**src/rtl/video_line_fetch.sv**
```systemverilog
// video_line_fetch
//   Streams a linear framebuffer out of SDRAM through read-only arbiter
//   port 1. Fetched words go into a small word FIFO. The head word is
//   serialised LSB-first into DATA_BITS-wide pixels for the pixel generator.
//
// Ports
//   clk, rst        system clock, synchronous active-high reset
//   frame_start     one-cycle pulse at the frame boundary; restarts the stream
//   addr1           arbiter port-1 word address (stable while req_read1=1)
//   req_read1       arbiter port-1 read request (one read outstanding at most)
//   data1           arbiter port-1 read data
//   data_valid1     arbiter port-1 read data strobe
//   pix_ready       consumer takes the current pixel this cycle
//   pix_valid       pix_data holds a valid pixel (FIFO non-empty)
//   pix_data        current pixel
//   underflow       pix_ready while no pixel is available
//   fifo_level      words currently held in the FIFO
module video_line_fetch #(
    parameter int          DATA_BITS   = 4,
    parameter int          FIFO_DEPTH  = 16,
    parameter logic [23:0] FRAME_BASE  = 24'h000000,
    parameter logic [23:0] FRAME_WORDS = 24'd4096
) (
    input  logic                          clk,
    input  logic                          rst,
    input  logic                          frame_start,
    output logic [23:0]                   addr1,
    output logic                          req_read1,
    input  logic [31:0]                   data1,
    input  logic                          data_valid1,
    input  logic                          pix_ready,
    output logic                          pix_valid,
    output logic [DATA_BITS-1:0]          pix_data,
    output logic                          underflow,
    output logic [$clog2(FIFO_DEPTH):0]   fifo_level
);

    localparam int PIX_PER_WORD = 32 / DATA_BITS;
    localparam int PTR_W        = $clog2(FIFO_DEPTH);
    localparam int LVL_W        = PTR_W + 1;
    localparam int IDX_W        = (PIX_PER_WORD > 1) ? $clog2(PIX_PER_WORD) : 1;

    localparam logic [LVL_W-1:0] FULL_LEVEL = LVL_W'(FIFO_DEPTH);
    localparam logic [IDX_W-1:0] LAST_IDX   = IDX_W'(PIX_PER_WORD - 1);
    localparam logic [23:0]      LAST_WORD  = FRAME_WORDS - 24'd1;

    typedef enum logic [1:0] {
        ST_IDLE = 2'd0,
        ST_REQ  = 2'd1,
        ST_GAP  = 2'd2
    } state_t;

    state_t             state_reg, state_next;
    logic [23:0]        addr_reg;
    logic [23:0]        word_cnt_reg;
    logic               drop_reg;

    logic [31:0]        mem [FIFO_DEPTH];
    logic [PTR_W-1:0]   wr_ptr_reg, rd_ptr_reg;
    logic [LVL_W-1:0]   count_reg;
    logic [IDX_W-1:0]   idx_reg;

    logic               rd_fire;
    logic               push;
    logic               pop_pix;
    logic               pop_word;
    logic [31:0]        head_word;
    logic [DATA_BITS-1:0] lane [PIX_PER_WORD];

    // A read completes only while requesting; strobes seen elsewhere are noise.
    assign rd_fire  = data_valid1 && (state_reg == ST_REQ);
    // Words belonging to an aborted frame, or landing on a restart, are discarded.
    assign push     = rd_fire && !drop_reg && !frame_start;
    assign pop_pix  = pix_valid && pix_ready;
    assign pop_word = pop_pix && (idx_reg == LAST_IDX) && !frame_start;

    //------------------------------------------------------------------
    // Fetch FSM: state register
    //------------------------------------------------------------------
    always_ff @(posedge clk) begin
        if (rst) begin
            state_reg <= ST_IDLE;
        end else begin
            state_reg <= state_next;
        end
    end

    //------------------------------------------------------------------
    // Fetch FSM: next state
    //------------------------------------------------------------------
    always_comb begin
        state_next = state_reg;
        case (state_reg)
            ST_IDLE: if (!frame_start && (count_reg < FULL_LEVEL)) state_next = ST_REQ;
            // An outstanding read must complete even across a frame restart.
            ST_REQ:  if (rd_fire) state_next = ST_GAP;
            ST_GAP:  state_next = ST_IDLE;
            default: state_next = ST_IDLE;
        endcase
        if (frame_start && (state_reg != ST_REQ)) begin
            state_next = ST_IDLE;
        end
    end

    //------------------------------------------------------------------
    // Fetch FSM: outputs
    //------------------------------------------------------------------
    always_comb begin
        req_read1 = (state_reg == ST_REQ);
    end

    assign addr1 = addr_reg;

    //------------------------------------------------------------------
    // Address, frame word counter and drop flag
    //------------------------------------------------------------------
    always_ff @(posedge clk) begin
        if (rst) begin
            addr_reg     <= FRAME_BASE;
            word_cnt_reg <= '0;
            drop_reg     <= 1'b0;
        end else if (rd_fire) begin
            drop_reg <= 1'b0;
            if (drop_reg || frame_start || (word_cnt_reg == LAST_WORD)) begin
                addr_reg     <= FRAME_BASE;
                word_cnt_reg <= '0;
            end else begin
                addr_reg     <= addr_reg + 24'd1;
                word_cnt_reg <= word_cnt_reg + 24'd1;
            end
        end else if (frame_start) begin
            if (state_reg == ST_REQ) begin
                // Address must stay stable until the pending read returns;
                // the restart to FRAME_BASE is applied when it does.
                drop_reg <= 1'b1;
            end else begin
                addr_reg     <= FRAME_BASE;
                word_cnt_reg <= '0;
            end
        end
    end

    //------------------------------------------------------------------
    // Word FIFO storage (no reset needed; validity tracked by count_reg)
    //------------------------------------------------------------------
    always_ff @(posedge clk) begin
        if (push) begin
            mem[wr_ptr_reg] <= data1;
        end
    end

    //------------------------------------------------------------------
    // FIFO pointers, level and pixel index
    //------------------------------------------------------------------
    always_ff @(posedge clk) begin
        if (rst || frame_start) begin
            wr_ptr_reg <= '0;
            rd_ptr_reg <= '0;
            count_reg  <= '0;
            idx_reg    <= '0;
        end else begin
            if (push) begin
                wr_ptr_reg <= wr_ptr_reg + PTR_W'(1);
            end
            if (pop_word) begin
                rd_ptr_reg <= rd_ptr_reg + PTR_W'(1);
            end
            case ({push, pop_word})
                2'b10:   count_reg <= count_reg + LVL_W'(1);
                2'b01:   count_reg <= count_reg - LVL_W'(1);
                default: count_reg <= count_reg;
            endcase
            if (pop_pix) begin
                idx_reg <= (idx_reg == LAST_IDX) ? '0 : idx_reg + IDX_W'(1);
            end
        end
    end

    //------------------------------------------------------------------
    // Pixel serialiser: the head word is read asynchronously so the pixel
    // is available in the same cycle the index or pointer moves.
    //------------------------------------------------------------------
    assign head_word = mem[rd_ptr_reg];

    generate
        for (genvar gi = 0; gi < PIX_PER_WORD; gi++) begin : g_lane
            assign lane[gi] = head_word[gi*DATA_BITS +: DATA_BITS];
        end
    endgenerate

    assign pix_valid  = (count_reg != '0);
    // Masked while empty so stale or uninitialised storage never shows.
    assign pix_data   = pix_valid ? lane[idx_reg] : '0;
    assign underflow  = pix_ready && !pix_valid;
    assign fifo_level = count_reg;

endmodule

```
**config.mk**
```make
export PLATFORM = sky130hd
export DESIGN_NAME = video_line_fetch
export DESIGN_NICKNAME = d
export VERILOG_FILES = /design/src/rtl/video_line_fetch.sv
export SDC_FILE = /design/constraint.sdc
export NUM_CORES = 1
export LEC_CHECK = 0
export CORE_UTILIZATION = 58
export DETAILED_ROUTE_END_ITERATION = 8
export PLACE_DENSITY = 0.75
export SLEW_MARGIN = 15
export SYNTH_ARGS = -nofsm -noshare
export SYNTH_HDL_FRONTEND = slang
export SYNTH_SLANG_ARGS = --single-unit
```
**constraint.sdc**
```tcl
create_clock -name clk -period 4.75 [get_ports clk]
set_clock_uncertainty 0.05 [all_clocks]
set_input_delay 0.7125 -clock clk [delete_from_list [all_inputs] [get_ports clk]]
set_output_delay 0.7125 -clock clk [all_outputs]
set_load 0.05 [all_outputs]
```
Yosys cells after proc, flatten, opt, wreduce, memory -nomap -nowiden --
Memory sizes are Yosys's and may differ from the RTL's. A register that Yosys moved wholly into a read port is not among the register bits. Index checks and enable logic that the tools add are counted.
Word-level totals: flip-flop bits (word level) 67, input bits 37, logic and storage cells 70, RAM bits 512, memories kept 1, output and inout bits 36
Memory list:
- mem | depth 16, width 32, read ports 1, clocked after memory_dff 1, write ports 1, RTL line 58 | logic [31:0] mem [FIFO_DEPTH];
Operators by class: add/subtract/negate cells 7, reduce and logical (&&, ||, !) cells 24, bitwise operators 1, $lt $le $gt $ge 2, mux-type cells 19, eq/ne operators 8
Operators by type and width (count):
- $mux 24 | 6
- $add 24x1->24 const B | 2
- $eq 24x12->1 const B | 1
- $mux 4 | 5
- $bmux 4 s3 | 1
- $pmux 5 s2 | 1
- $logic_and 1x1->1 | 9
- $add 4x1->4 const B | 2
- $reduce_and 2->1 | 3
- $add 5x1->5 const B | 1
- $lt 5x5->1 const B | 1
- $reduce_bool 5->1 | 1
- $sub 5x1->5 const B | 1
- $eq 2x1->1 const B | 2
- $ge 4x4->1 const B | 1
- $mux 2 | 2
- $ne 2x1->1 const B | 2
- $not 3->4 | 1
- $pmux 2 s2 | 1
- $reduce_bool 2->1 | 2
- $reduce_or 2->1 | 2
- $add 3x1->3 const B | 1
- $eq 3x3->1 const B | 1
- $logic_not 1->1 | 3
- other kinds (6) | 9

Logic depth before layout (Yosys ltp) --
Gate-level depths: netlist of the first run.
depth after elaboration 6, depth in mapped cells 15, depth with buffers taken out 12

Least setup slack after synthesis of the first run --
No wires, ideal clock.
path kind input port to flip-flop, start point in frame_start, end point mem mem[3][0], enable pin, setup time 0.461 ns, arrival 3.570 ns, path slack 0.669 ns, cell stages on the path 6, data required time 4.239 ns, path buffers 2, cell sequence buf_2 nor2_1 and3_1 buf_4 nand2_1 nor3_1
Between the ends: word-level cells in the longest chain between the ends 4
Ends and longest elaborated chain:
- start, declared | RTL line 26 | input logic frame_start,
- $logic_not 1->1 | RTL line 73 | assign push = rd_fire && !drop_reg && !frame_start;
- $logic_and 1x1->1 | RTL line 73
- $mux 1 | RTL line 147 | if (push) begin
- $mux 1 (not written as such) | RTL line 148 | mem[wr_ptr_reg] <= data1;
- end, declared | RTL line 58
No other way between the ends.

==> results of run 1 <==
[kinds of logic (layout without fill, tap and decap cells)]
logic type,count (synthesis),count (layout),synth area share
XOR/XNOR,11,11,0.00407
buffers and inverters,92,231,0.0203
AND/OR/NAND/NOR,256,256,0.0544
multiplexers,227,227,0.141
flip-flops,583,583,0.710
AO/OA/AOI/OAI,222,222,0.0638
adder cells (fa/ha/maj),12,12,0.00635
[where the power goes]
part           total (W)  switching, W  leakage [nW]  internal (W)
clock network    0.00445       0.00184         0.906       0.00261
logic           0.000176      0.000125          2.18     0.0000507
registers        0.00558    0.00000338          5.18       0.00557
total             0.0102       0.00197          8.26       0.00823
[worst paths after layout]
kind	from	endpoint	slack, ns	cells after the start
worst max register to register	idx_reg[0]$_SDFFE_PP0N_	fifo_level[2]$_SDFFE_PP0P_	1.41	12
worst min register to register	state_reg[1]$_SDFFE_PP0P_	state_reg[0]$_SDFFE_PP0P_	0.36	1
worst max-delay path	flip-flop	pix_data[0]	0.37	7
worst min-delay path	state_reg[1]$_SDFFE_PP0P_	state_reg[0]$_SDFFE_PP0P_	0.36	1
[through the flow]
stage	instance area [sq um]	hold WS (ns)
finish	27000	0.356
global route	27000	0.371
CTS	27000	0.363
detailed placement	25100	0.358
global placement	25100	0.345
floorplan	23700	0.342
[routing by layer]
metal  up-vias  global-route usage  wire [um]
met2       487               0.412      25200
met1      6732               0.342      20900
met4         0              0.0757       1190
li1       5837                   -          -
met5         -                   0          0
met3        81              0.0467       3570
[synthesized netlist by cell type (5+ instances only)]
cell type and instances:
or3_1 7, nand2b_1 12, nor4_1 10, a311oi_1 17
a21oi_1 75, o21ai_0 27, nand2_1 57, mux2i_1 123
ha_1 12, xor2_1 8, nor2b_1 7, clkbuf_1 31
o21a_1 6, buf_2 23, nand3b_1 8, mux2_2 24
o22ai_1 8, nand3_1 20, dfxtp_1 71, edfxtp_1 512
a31oi_1 11, buf_4 18, nand4_1 7, and3_1 14
mux4_2 70, inv_1 9, mux4_1 10, nor3_1 19
buf_1 7, a22oi_1 26, and4_1 7, o211ai_1 5
nor2_1 71
[worst register-to-register path: stages, from the launching register on]
cell and delay (ns):
dfxtp_1 0.30, buf_4 0.24, ha_1 0.20, ha_1 0.19, inv_1 0.08, a2111oi_4 0.58
ha_1 0.52, xor2_1 0.20, ha_1 0.22, a31oi_1 0.07, xor2_1 0.18, or3_1 0.32
a21oi_1 0.14
[area by class of cell]
| cell class | instances | area (sq um) | share of cell area |
|---|---|---|---|
| Sequential cell | 583 | 16800 | 0.623 |
| Multi-Input combinational cell | 728 | 6490 | 0.241 |
| Clock buffer | 73 | 1540 | 0.0571 |
| Timing Repair Buffer | 117 | 1120 | 0.0415 |
| Tap cell | 525 | 657 | 0.0244 |
| Clock inverter | 32 | 314 | 0.0116 |
| Inverter | 9 | 33.8 | 0.00125 |
==> results.ini, run 1 <==
[timing]
setup_tns_ns=0
max_freq_ghz=0.228
tightest_slew_ns=1.04
post-route-period-util=0.922
fin_ws_ns=0.369
rsz0062_at_grt=false
finalCriticalPeriod_ns=4.38
setup_viol=0
relSlewSlack=0.304
drv_slew=0
hold_violations=0

[cts]
clockRootBuffer=clkbuf_16
cts_hold_buf=0
tritoncts=yes
cts.sinks=583
insertion_delay_ns=0.60
clockBufferDepth=3
cts_setup_buffers=0
numCtsBuffers=57
cts.clk_slew.worst_paths_ns=0.06
cts.htree.levels=2
cts_resized=0

[placed_design]
placedCellCount=1962
routabilityCongestion=0.769
hpwl_um=29100
portBuffers=72
pre_cts_ws_ns=0.929

[synthesis]
synth_cell_types=62
avgSynthCellArea_sq_um=16.9
syn_nets=1452
ys_top_cells_by_area=edfxtp_1, mux4_2, dfxtp_1
synth_edf_count=512
yosysTopAreaCellShare=0.650
ys.flop_type=edfxtp_1
synth_area_sq_mm=0.0237
yosysTopAreaCell=edfxtp_1
ys_seq_elements=583
yosysWarningCount=0
syn_inst=1403
yosysSeqAreaShare=0.710
postSynth.asyncResetShare=0

[pwr]
p_leak_nw=8.26
power_w=0.0102
ir_drop_mv=0.280
pwr_density_cell_mw_per_mm2=378

[floorplanning]
die_x_um=204
start_util=0.591
coreArea_sq_mm=0.0400
fp.dieH_um=204
rows=73
io-pin-count=73
die-area_sq_mm=0.0416

[routing]
vias=13100
drt_iter0_drc=1254
wl_per_cell_um=24.6
viasPerCell=6.36
firstDrtPassIters=5
postRouteAntennaNets=0
drt_wl_total_um=50800
remaining_drc_errors=0

[layout]
nFillCells=2643
n_antenna_cell=0
largest_reg_flops=512
drive_gt1_frac=0.169
most-common-layout-cells=edfxtp_1, mux2i_1, a21oi_1
layout_commonest_cell=edfxtp_1
synthToLayoutAreaGrowth_pct=14.0
fin_cells=2067
fin_nets=1545
final_util=0.674

[critical_path]
critical_path_class=reg2out
cp_top_family=buffers and inverters
worstPathRequired_ns=3.99
critPathLaunchType=flip-flop
cpPeakStageDelay_ns=0.77
critPathMostFrequentCell=buf_4
cp.arrival_ns=3.62
slowest_stage=dfxtp_4
critical_path_peak_fanout=36
cp_cell_sequence=buf_4, mux4_2, mux2i_1, nor2b_1, o221ai_1, o2111ai_1, buf_4
crit_buf_inv=2
worstSetupEndpointType=output port

[worst_hold_path]
hold_path.class=reg2reg

[global_routing]
globalRouteTotalUtil=0.251
antenna_found_initial=0
grt_max_degree=66
grt_pass1_vias=13100
grt_pass1_wl_um=77400
grt_overflow=0

[job]
max_cap_violations=0

[outcome]
status=completed

Note: power is estimated with default switching activity, not from simulation.
==> inputs of run 2 (changes only) <==
--- a/config.mk
+++ b/config.mk
@@ -5,6 +5,7 @@
 export SDC_FILE = /design/constraint.sdc
 export NUM_CORES = 1
 export LEC_CHECK = 0
+export CORE_MARGIN = 1.5
 export CORE_UTILIZATION = 58
 export DETAILED_ROUTE_END_ITERATION = 8
 export PLACE_DENSITY = 0.75
==> run 2 against run 1 <==
Compared with the run above: count of clock-buffer cells in the layout shrank 5; register-to-register slack lost 0.23 ns; cell count shrank 0.29%; global-route usage shrank 0.18 points; die area grew 0.98%; flip-flop and latch count is the same; sequential share of layout area shrank 0.15 points; clock power shrank 1%; critical path type unchanged; largest cell class unchanged; highest routed layer unchanged.
==> results.ini, run 2 (same netlist as run 1, synthesis figures left out) <==
[outcome]
status=completed

[critical_path]
crit_end=pix_data[1]
critical_path_peak_fanout=21
critical_path_class=reg2out
critPathLaunchType=flip-flop
regToRegSetupSlack_ns=1.18
worstPathRequired_ns=3.99
r2r-start=idx_reg[0]$_SDFFE_PP0N_
cp.arrival_ns=3.93
worstSetupEndpointType=output port
reg2regPathDepth=11
regToRegEndpoint=fifo_level[4]$_SDFFE_PP0P_

[global_routing]
grt_pass1_vias=13000
globalRouteTotalUtil=0.249
grt_max_degree=63
grt_pass1_wl_um=77100
grt_overflow=0
antenna_found_initial=0

[layout]
layout_commonest_cell=edfxtp_1
synthToLayoutAreaGrowth_pct=14.3
most-common-layout-cells=edfxtp_1, mux2i_1, a21oi_1
fin_nets=1539
largest_reg_flops=512
drive_gt1_frac=0.168
finalInstanceArea_sq_mm=0.0270
nFillCells=2623

[floorplanning]
rows=73
die-area_sq_mm=0.0420
start_util=0.591
fp.dieH_um=205
die_x_um=205
io-pin-count=73
coreArea_sq_mm=0.0400

[pwr]
p_sw_frac=0.197
switching_power_w=0.00200
pwr_density_cell_mw_per_mm2=375
pwr-share-seq=0.549
p_leak_nw=8.27
p_comb_frac=0.017
clkPwrFrac=0.434
ir_drop_mv=0.270
p_int_w=0.00815

[timing]
fin_hold_ws_ns=0.357
fin_ws_ns=0.0539
max_freq_ghz=0.213
setup_tns_ns=0
relSlewSlack=0.228
setup_viol=0
tightest_slew_ns=1.16
hold_violations=0
drv_slew=0
rsz0062_at_grt=false
finalCriticalPeriod_ns=4.70
post-route-period-util=0.989

[placed_design]
placed_cell_area_sq_mm=0.0251
routabilityCongestion=0.806
hpwl_um=28900
portBuffers=72
pre_cts_ws_ns=0.451

[job]
max_cap_violations=0

[cts]
insertion_delay_ns=0.60
clockRootBuffer=clkbuf_16
cts.htree.levels=2
cts.clk_slew.worst_paths_ns=0.06
clockBufferDepth=3
cts.sinks=583
tritoncts=yes
numCtsBuffers=56

[worst_hold_path]
hold_path.class=reg2reg
holdPathStages=1

[routing]
drt_wl_total_um=51200
wl_per_cell_um=24.8
viasPerCell=6.33
firstDrtPassIters=7
vias=13000
drt_iter0_drc=1038
postRouteAntennaNets=0
remaining_drc_errors=0

[run 2: cell count changes in the layout (fill, tap and decap cells not counted), sizes merged]
cell / previous run / this run
buf: 50 / 41
diode: 0 / 1
clkinv: 23 / 25
dlymetal6s2s: 0 / 2
inv: 10 / 9
clkinvlp: 2 / 4
clkdlybuf4s50: 67 / 69
clkbuf: 73 / 68
[run 2: per-layer routing]
metal | wire (um) | GRT usage
met5 | 0 | 0
met4 | 1300 | 0.0847
met3 | 3240 | 0.0399
met2 | 26000 | 0.419
met1 | 20700 | 0.331
[run 2: worst min-delay path by stage]
| stage | from | end |
|---|---|---|
| 2_1_floorplan | state_reg[1]$_SDFFE_PP0P_ | state_reg[0]$_SDFFE_PP0P_ |
| 3_3_place_gp | state_reg[1]$_SDFFE_PP0P_ | state_reg[0]$_SDFFE_PP0P_ |
| 3_5_place_dp | state_reg[1]$_SDFFE_PP0P_ | state_reg[0]$_SDFFE_PP0P_ |
| 4_1_cts | state_reg[1]$_SDFFE_PP0P_ | state_reg[0]$_SDFFE_PP0P_ |
| 5_1_grt | state_reg[1]$_SDFFE_PP0P_ | state_reg[0]$_SDFFE_PP0P_ |
| 6_report | state_reg[1]$_SDFFE_PP0P_ | state_reg[0]$_SDFFE_PP0P_ |
[run 2: final cells by class]
cell class / instances / area [sq um] / share of cell area
sequential: 583 / 16800 / 0.622
multi-input combinational: 728 / 6500 / 0.240
clock buffer: 68 / 1470 / 0.0542
timing repair buffer: 112 / 1200 / 0.0442
tap: 525 / 657 / 0.0243
clock inverter: 35 / 368 / 0.0136
inverter: 9 / 33.8 / 0.00125
antenna: 1 / 2.50 / 0.0000926
[run 2: what timing repair did]
item,CTS,global route
endpoints found under the setup margin,4,4
resized for setup,1,3
hold buffers,0,0
hold endpoints to repair,0,0
buffers inserted,1,1
[run 2: power by group through the flow]
| stage | clock, W | sequential, W | combinational [W] |
|---|---|---|---|
| after floorplan | 0 | 0.00569 | 0.0000636 |
| after global placement | 0 | 0.00568 | 0.000164 |
| after detailed placement | 0 | 0.00569 | 0.000171 |
| after CTS | 0.00445 | 0.00558 | 0.000172 |
| after global routing | 0.00464 | 0.00557 | 0.000188 |
| final | 0.00440 | 0.00558 | 0.000172 |
[run 2: through the flow]
step	std cells	util	power, W
2_1_floorplan	1403	-	0.00575
3_3_place_gp	1955	0.629	0.00585
3_5_place_dp	1955	0.629	0.00586
4_1_cts	2059	0.675	0.0102
5_1_grt	2060	0.676	0.0104
6_report	2061	0.676	0.0101
[run 2: critical path: stages, from the launching register on]
cell,delay [ns]
dfxtp_4,0.59
buf_4,0.43
nor2b_2,0.44
a2bb2oi_1,0.15
a221oi_2,0.24
a21oi_1,0.12
o221ai_1,0.36
o2111ai_1,0.23
clkdlybuf4s50_1,0.76
